**src/rtl/complex_divider_unit.sv**
```systemverilog
// Reservable restoring radix-2 divider: one quotient bit per cycle, fixed latency.
// The writeback release input is named release_in because `release` is a SystemVerilog keyword.
module complex_divider_unit #(
    parameter int DATA_WIDTH = 32
) (
    input  logic                  clk,
    input  logic                  rst,
    input  logic                  reserve,
    input  logic                  cancel,
    input  logic                  req,
    input  logic [1:0]            code,
    input  logic [DATA_WIDTH-1:0] dividend,
    input  logic [DATA_WIDTH-1:0] divisor,
    input  logic                  flush,
    input  logic                  release_in,
    output logic                  free,
    output logic                  busy,
    output logic                  resultValid,
    output logic [DATA_WIDTH-1:0] result
);
    localparam int W  = DATA_WIDTH;
    localparam int CW = $clog2(DATA_WIDTH);
    localparam logic [CW-1:0] CNT_LAST = CW'(DATA_WIDTH - 1);
    localparam logic [CW-1:0] CNT_ONE  = {{(CW-1){1'b0}}, 1'b1};
    localparam logic [W-1:0]  ONE      = {{(W-1){1'b0}}, 1'b1};

    typedef enum logic [1:0] {
        S_FREE       = 2'd0,
        S_RESERVED   = 2'd1,
        S_PROCESSING = 2'd2,
        S_FINISHED   = 2'd3
    } state_t;

    state_t         state_q, state_d;
    logic [CW-1:0]  cnt_q, cnt_d;
    logic [W-1:0]   quo_q, quo_d;
    logic [W-1:0]   rem_q, rem_d;
    logic [W-1:0]   dvs_q, dvs_d;
    logic [W-1:0]   dvd_q, dvd_d;
    logic           rem_sel_q, rem_sel_d;
    logic           qneg_q, qneg_d;
    logic           rneg_q, rneg_d;
    logic           dz_q, dz_d;
    logic [W-1:0]   result_q, result_d;

    logic [W:0]     rem_shift_s;
    logic [W:0]     trial_s;
    logic           take_s;
    logic [W-1:0]   quo_next_s;
    logic [W-1:0]   rem_next_s;
    logic [W-1:0]   q_fin_s;
    logic [W-1:0]   r_fin_s;
    logic           signed_op_s;

    function automatic logic [W-1:0] neg_val(input logic [W-1:0] v);
        return ~v + ONE;
    endfunction

    // Magnitude of a two's-complement operand; the most negative value maps to itself, read unsigned.
    function automatic logic [W-1:0] mag_val(input logic [W-1:0] v, input logic is_signed);
        return (is_signed && v[W-1]) ? neg_val(v) : v;
    endfunction

    // One restoring step plus the sign/zero-divisor fix-up of the final result.
    always_comb begin
        rem_shift_s = {rem_q, quo_q[W-1]};
        trial_s     = rem_shift_s - {1'b0, dvs_q};
        take_s      = ~trial_s[W];
        quo_next_s  = {quo_q[W-2:0], take_s};
        rem_next_s  = take_s ? trial_s[W-1:0] : rem_shift_s[W-1:0];
        if (dz_q) begin
            q_fin_s = {W{1'b1}};
            r_fin_s = dvd_q;
        end else begin
            q_fin_s = qneg_q ? neg_val(quo_next_s) : quo_next_s;
            r_fin_s = rneg_q ? neg_val(rem_next_s) : rem_next_s;
        end
        signed_op_s = ~code[0];
    end

    // Next-state logic: flush outranks cancel, which outranks req/release, which outrank reserve.
    always_comb begin
        state_d   = state_q;
        cnt_d     = cnt_q;
        quo_d     = quo_q;
        rem_d     = rem_q;
        dvs_d     = dvs_q;
        dvd_d     = dvd_q;
        rem_sel_d = rem_sel_q;
        qneg_d    = qneg_q;
        rneg_d    = rneg_q;
        dz_d      = dz_q;
        result_d  = result_q;
        case (state_q)
            S_FREE: begin
                if (reserve) begin
                    state_d = S_RESERVED;
                end else begin
                    state_d = S_FREE;
                end
            end
            S_RESERVED: begin
                if (flush || cancel) begin
                    state_d = S_FREE;
                end else if (req) begin
                    state_d   = S_PROCESSING;
                    cnt_d     = '0;
                    quo_d     = mag_val(dividend, signed_op_s);
                    rem_d     = '0;
                    dvs_d     = mag_val(divisor, signed_op_s);
                    dvd_d     = dividend;
                    rem_sel_d = code[1];
                    qneg_d    = signed_op_s & (dividend[W-1] ^ divisor[W-1]);
                    rneg_d    = signed_op_s & dividend[W-1];
                    dz_d      = (divisor == '0);
                end else begin
                    state_d = S_RESERVED;
                end
            end
            S_PROCESSING: begin
                if (flush) begin
                    state_d = S_FREE;
                    cnt_d   = '0;
                end else begin
                    quo_d = quo_next_s;
                    rem_d = rem_next_s;
                    if (cnt_q == CNT_LAST) begin
                        state_d  = S_FINISHED;
                        cnt_d    = '0;
                        result_d = rem_sel_q ? r_fin_s : q_fin_s;
                    end else begin
                        cnt_d = cnt_q + CNT_ONE;
                    end
                end
            end
            S_FINISHED: begin
                if (flush || release_in) begin
                    state_d  = S_FREE;
                    result_d = '0;
                end else begin
                    state_d = S_FINISHED;
                end
            end
            default: begin
                state_d  = S_FREE;
                cnt_d    = '0;
                result_d = '0;
            end
        endcase
    end

    // State and datapath registers with synchronous reset.
    always_ff @(posedge clk) begin
        if (rst) begin
            state_q   <= S_FREE;
            cnt_q     <= '0;
            quo_q     <= '0;
            rem_q     <= '0;
            dvs_q     <= '0;
            dvd_q     <= '0;
            rem_sel_q <= 1'b0;
            qneg_q    <= 1'b0;
            rneg_q    <= 1'b0;
            dz_q      <= 1'b0;
            result_q  <= '0;
        end else begin
            state_q   <= state_d;
            cnt_q     <= cnt_d;
            quo_q     <= quo_d;
            rem_q     <= rem_d;
            dvs_q     <= dvs_d;
            dvd_q     <= dvd_d;
            rem_sel_q <= rem_sel_d;
            qneg_q    <= qneg_d;
            rneg_q    <= rneg_d;
            dz_q      <= dz_d;
            result_q  <= result_d;
        end
    end

    assign free        = (state_q == S_FREE);
    assign busy        = (state_q == S_PROCESSING);
    assign resultValid = (state_q == S_FINISHED);
    assign result      = result_q;

endmodule

```
**config.mk**
```make
export PLATFORM = sky130hd
export DESIGN_NAME = complex_divider_unit
export DESIGN_NICKNAME = d
export VERILOG_FILES = /design/src/rtl/complex_divider_unit.sv
export SDC_FILE = /design/constraint.sdc
export NUM_CORES = 1
export LEC_CHECK = 0
export ABC_CLOCK_PERIOD_IN_PS = 6120
export BUFFER_PORTS_ARGS = -buffer_cell sky130_fd_sc_hd__buf_2
export CAP_MARGIN = 20
export CORE_ASPECT_RATIO = 0.9
export CORE_MARGIN = 8
export CORE_UTILIZATION = 45
export DETAILED_ROUTE_END_ITERATION = 12
export PLACE_DENSITY = 0.73
export SYNTH_ARGS = -nofsm -noshare
export SYNTH_HDL_FRONTEND = slang
export SYNTH_SLANG_ARGS = --single-unit
```
**constraint.sdc**
```tcl
create_clock -name clk -period 6.12 [get_ports clk]
set_input_delay 0.306 -clock clk [delete_from_list [all_inputs] [get_ports clk]]
set_output_delay 0.306 -clock clk [all_outputs]
set_load 0.01 [all_outputs]
```
======== Yosys cells after proc, flatten, opt, wreduce, memory -nomap -nowiden ========
Index checks and enable logic that the tools add are counted.
cells by class
  $add $sub $neg .......................... 6
  eq/ne operators ......................... 10
  muxes and demuxes ....................... 32
  bitwise gates (word level) .............. 10
  reduce and logical (&&, ||, !) cells .... 12
operator list
  kind                                                                      count
  32-bit two-way mux                                                        17
  32-bit case mux with 2 select lines                                       3
  32-bit by 1-bit adder with 32-bit output (second input constant)          4
  32-bit inverter                                                           4
  33-bit by 32-bit subtractor with 33-bit output                            1
  32-bit zero test                                                          1
  5-bit two-way mux                                                         4
  2-bit two-way mux                                                         5
  5-bit case mux with 2 select lines                                        1
  2-bit case mux with 4 select lines                                        1
  4-bit AND reduction                                                       2
  2-bit inequality test (second input constant)                             3
  3-bit AND reduction                                                       2
  5-bit by 1-bit adder with 5-bit output (second input constant)            1
  5-bit equality test (second input constant)                               1
  2-bit equality test (second input constant)                               2
  2-bit by 1-bit inequality test with 1-bit output (second input constant)  2
  2-bit nonzero test                                                        2
  3-bit by 2-bit inequality test with 1-bit output (second input constant)  1
  1-bit inverter                                                            3
  1-bit bitwise AND                                                         2
  2-bit by 1-bit equality test with 1-bit output (second input constant)    1
  1-bit logical AND                                                         2
  2-bit zero test                                                           1
  3 further kinds                                                           4
storage, ports and cells
  bits in registers ....................... 171
  logic and storage cells ................. 81

======== Depth between registers and ports, before layout ========
  depth after elaboration ................. 10
  gate-level depth with buffers ........... 24
  gate-level depth less buffers ........... 21

======== Least setup slack after synthesis ========
OpenSTA, ideal clock, no wires.
  kind .................................... register to register
  start point ............................. register quo_q[31]
  end point ............................... register result_q[28] (netlist: result[28])
  setup time .............................. 0.125 ns
  arrival ................................. 4.813 ns
  data required time ...................... 5.995 ns
  slack ................................... 1.182 ns
  cell stages (with the launch flop) ...... 24
  buffers on the path ..................... 3
  period minus slack after synthesis ...... 4.938 ns
  cell sequence ........................... dfxtp_1 -> inv_1 -> ha_1 -> fa_1 -> nand2b_1 -> a21oi_1 -> o31ai_1 -> o21ai_1 -> a41oi_2 -> xnor2_2 -> inv_2 -> buf_2 -> buf_2 -> buf_1 -> ha_1 -> nand2b_1 -> nand2b_1 -> nand2b_1 -> or3_1 -> o41ai_1 -> xor2_1 -> nand2_1 -> a32oi_1 -> o31ai_1
on the way
  word-level cells in the longest chain between the ends .. 10
  elaborated cells between the ends (all ways) .. 15
  classes of those cells .................. add/sub (3); mux (9); bitwise (3)
ends and longest elaborated chain
  item                                                  line    RTL
  start, declared                                       36      logic [W-1:0] quo_q, quo_d;
  start signal, assigned                                169     quo_q <= quo_d;
  33-bit by 32-bit subtractor with 33-bit output        67      trial_s = rem_shift_s - {1'b0, dvs_q};
  32-bit two-way mux or 1-bit inverter (tied branches)  70, 68
  32-bit inverter                                       56      return ~v + ONE;
  32-bit by 1-bit adder with 32-bit output              56
  32-bit two-way mux, on equally long branches          76, 75
  32-bit two-way mux                                    71      if (dz_q) begin
  32-bit two-way mux *                                  130     result_d = rem_sel_q ? r_fin_s : q_fin_s;
  32-bit two-way mux *                                  127     if (cnt_q == CNT_LAST) begin
  32-bit two-way mux *                                  121     if (flush) begin
  32-bit case mux with 2 select lines *                 94      case (state_q)
  end signal, assigned                                  177     result_q <= result_d;
  end, declared                                         44      logic [W-1:0] result_q, result_d;
Mark *: on every way between the ends. The rest lies on a longest branch, timed or not. The select of a mux whose other input is x is not followed.
A chain may end at the register's enable or synchronous reset.

======== Worst setup path after layout ========
Same ends and word-level chain as after synthesis.

==> results.json <==
{
  "status": "finished, final reports clean",
  "ys_warn_count": 0,
  "gp_congestion": 0.937,
  "setup_tns_ns": 0,
  "layout.nets": 1878,
  "netlist_area_sq_um": 12600,
  "grt_pass1_vias": 12300,
  "postCtsResizedCells": 0,
  "antenna_found_initial": 0,
  "ys_seq_area_frac": 0.271,
  "final_max_slew_viol_count": 0,
  "hold_viol": 0,
  "cpMostUsedCell": "nand2b_1",
  "skew_ns": 0.00965,
  "drt_first_pass_iters": 6,
  "arrival_ns": 5.32,
  "worst_setup_path_end_kind": "flop",
  "synth-edff-count": 0,
  "die_w_um": 193,
  "drt_iter0_drc": 1277,
  "numCtsBuffers": 17,
  "power.density_nw_per_um2": 226,
  "r2r_start": "quo_q[31]",
  "min_to": "rem_sel_q",
  "leakage_uw": 0.00539,
  "grt_pass1_wl_um": 62600,
  "core_sq_um": 27800,
  "die_h_um": 175,
  "layout_commonest_cell": "nor2_1",
  "max_freq_ghz": 0.200,
  "drive_gt1_frac": 0.119,
  "fin_crit_sh": 0.817,
  "diodes": 0,
  "wire_per_inst_um": 18.2,
  "dieArea_sq_um": 33700,
  "syn_avg_cell_area_sq_um": 7.26,
  "min_path_cells": 3,
  "power_uw": 3120,
  "cts_sinks": 171,
  "cts_setup_buffers": 0,
  "final_cell_mix": "227 x nor2_1, 221 x nand2_1, 179 x a21oi_1",
  "cp_slowest_cell": "or3_1",
  "crit_chain": "inv_1 > ha_1 > fa_1 > nand2b_1 > a21oi_1 > o31ai_1 > o21ai_1 > a41oi_2 > xnor2_4 > inv_2 > ha_1 > nand2b_1 > nand2b_1 > nand2b_1 > or3_1 > o41ai_1 > xor2_1 > nand2_1 > a32oi_1 > o31ai_1",
  "nFillCells": 2721,
  "max_slew_margin": 0.287,
  "cp_max_fo": 5,
  "syn2layout_area_growth_pct": 9.13,
  "cts.reportedPaths.clkPinSlew_ns": 0.07,
  "r2r_slack_ns": 1.12,
  "async_flop_share": 0,
  "pin_count": 108,
  "seqCellArea_sq_um": 3420,
  "clock_path_buffers": 2,
  "placed_area_sq_um": 13200,
  "critical_path_class": "flop to flop",
  "startpoint_type": "flop",
  "portBuffers": 107,
  "cts_tree": "done",
  "hold_class": "primary input to flop",
  "cts_max_level": 4,
  "utilization": 0.497,
  "syn_nets": 1854,
  "start_util": 0.455,
  "worst_pin_slew_ns": 1.07,
  "ant_nets": 0,
  "rsz0062_at_grt": "false",
  "wirelength_um": 38900,
  "hold_start": "code[1]",
  "synthCells": 1743,
  "vias": 13000,
  "setup_viol": 0,
  "r2r_end": "result[28]",
  "synth_ff_type": "dfxtp_1",
  "ys_ff_latch": 171,
  "synth_cell_types": 94,
  "cts-root-buf": "clkbuf_16",
  "crit_path_max_incr_delay_ns": 0.49,
  "finalInstanceArea_sq_um": 13800,
  "hold_buffers": 0,
  "dp_hpwl_um": 28600,
  "fp-row-count": 58,
  "ir_worst_vdd_mv": 0.210,
  "ff2ff_path_depth": 20,
  "viasPerCell": 6.07,
  "cap_violations": 0,
  "track_usage": 0.225,
  "grt_overflow": 0,
  "grt_start_max_net_pins": 96,
  "period_needed_ns": 5.00,
  "clock_latency_ns": 0.43,
  "drc": 0,
  "required_ns": 6.44,
  "multi_input_area_sq_um": 8470
}
Yosys cell counts, drive strengths merged (22+ instances only):
cell type	n	area, sq um
clkbuf	95	387
nand2	223	842
mux2i	22	220
nand3	40	205
a21oi	185	945
nand2b	27	171
ha	37	463
nor3	32	165
nor2	229	862
a211oi	66	495
or3	22	138
o21ai	91	467
o31ai	24	194
o211ai	27	213
xnor2	60	533
buf	22	154
inv	63	236
dfxtp	171	3420
xor2	59	517
kinds of logic (layout without fill, tap and decap cells):
kind of cell,Yosys count,count (layout),share of synthesized area
buf+inv,181,217,0.0623
mux,33,33,0.0272
compound gates,526,526,0.272
simple gates,675,675,0.246
fa+ha+maj,38,38,0.0382
flops,171,171,0.271
xor+xnor,119,119,0.0830
stage by stage:
stage / hold WS [ns] / instances / setup WS (ns)
global placement: 0.434 / 2107 / 1.43
global route: 0.123 / 2139 / 0.839
CTS: 0.0993 / 2138 / 1.23
detailed placement: 0.436 / 2107 / 1.27
finish: 0.106 / 2139 / 1.12
floorplan: 0.431 / 1743 / 1.18
report_power, final:
group          switching (uW)  internal [uW]  total [uW]
registers                16.8           1130        1140
logic                     588            326         914
clock network             488            576        1060
total                    1090           2030        3120
per-layer routing:
metal  GRT usage  wire length [um]
met5           0                 0
met4      0.0668               833
met3      0.0281              2180
met2       0.376             18700
met1       0.296             17200
how the worst max path moves through the flow:
stage                       endpoint      start  cells after the start  slack (ns)
final                     result[28]  quo_q[31]                     20        1.12
after global routing      result[28]  quo_q[31]                     20        0.84
after CTS                 result[28]  quo_q[31]                     20        1.23
after detailed placement  result[30]  quo_q[31]                     21        1.27
after global placement    result[30]  quo_q[31]                     21        1.43
after floorplan           result[28]  quo_q[31]                     23        1.18
final cells by class:
cell class                 count  share of cell area
multi-input combinational   1391               0.614
sequential                   171               0.248
timing repair buffer         123              0.0480
tap                          360              0.0326
clock buffer                  19              0.0321
inverter                      63              0.0171
clock inverter                12             0.00843
registers in the layout (all words and copies together) (netlist names):
name       count
dz_q           1
quo_q         32
qneg_q         1
dvd_q         32
rneg_q         1
rem_sel_q      1
result        32
dvs_q         32
rem_q         32
state_q        2
cnt_q          5
critical path, delay by kind of cell, from the launching register on:
| family | cells | cell delay [ns] |
|---|---|---|
| buf+inv | 2 | 0.18 |
| xor+xnor | 2 | 0.38 |
| simple gates | 6 | 1.34 |
| fa+ha+maj | 3 | 0.80 |
| flops | 1 | 0.39 |
| compound gates | 7 | 1.79 |
(Power assumes the default switching activity.)
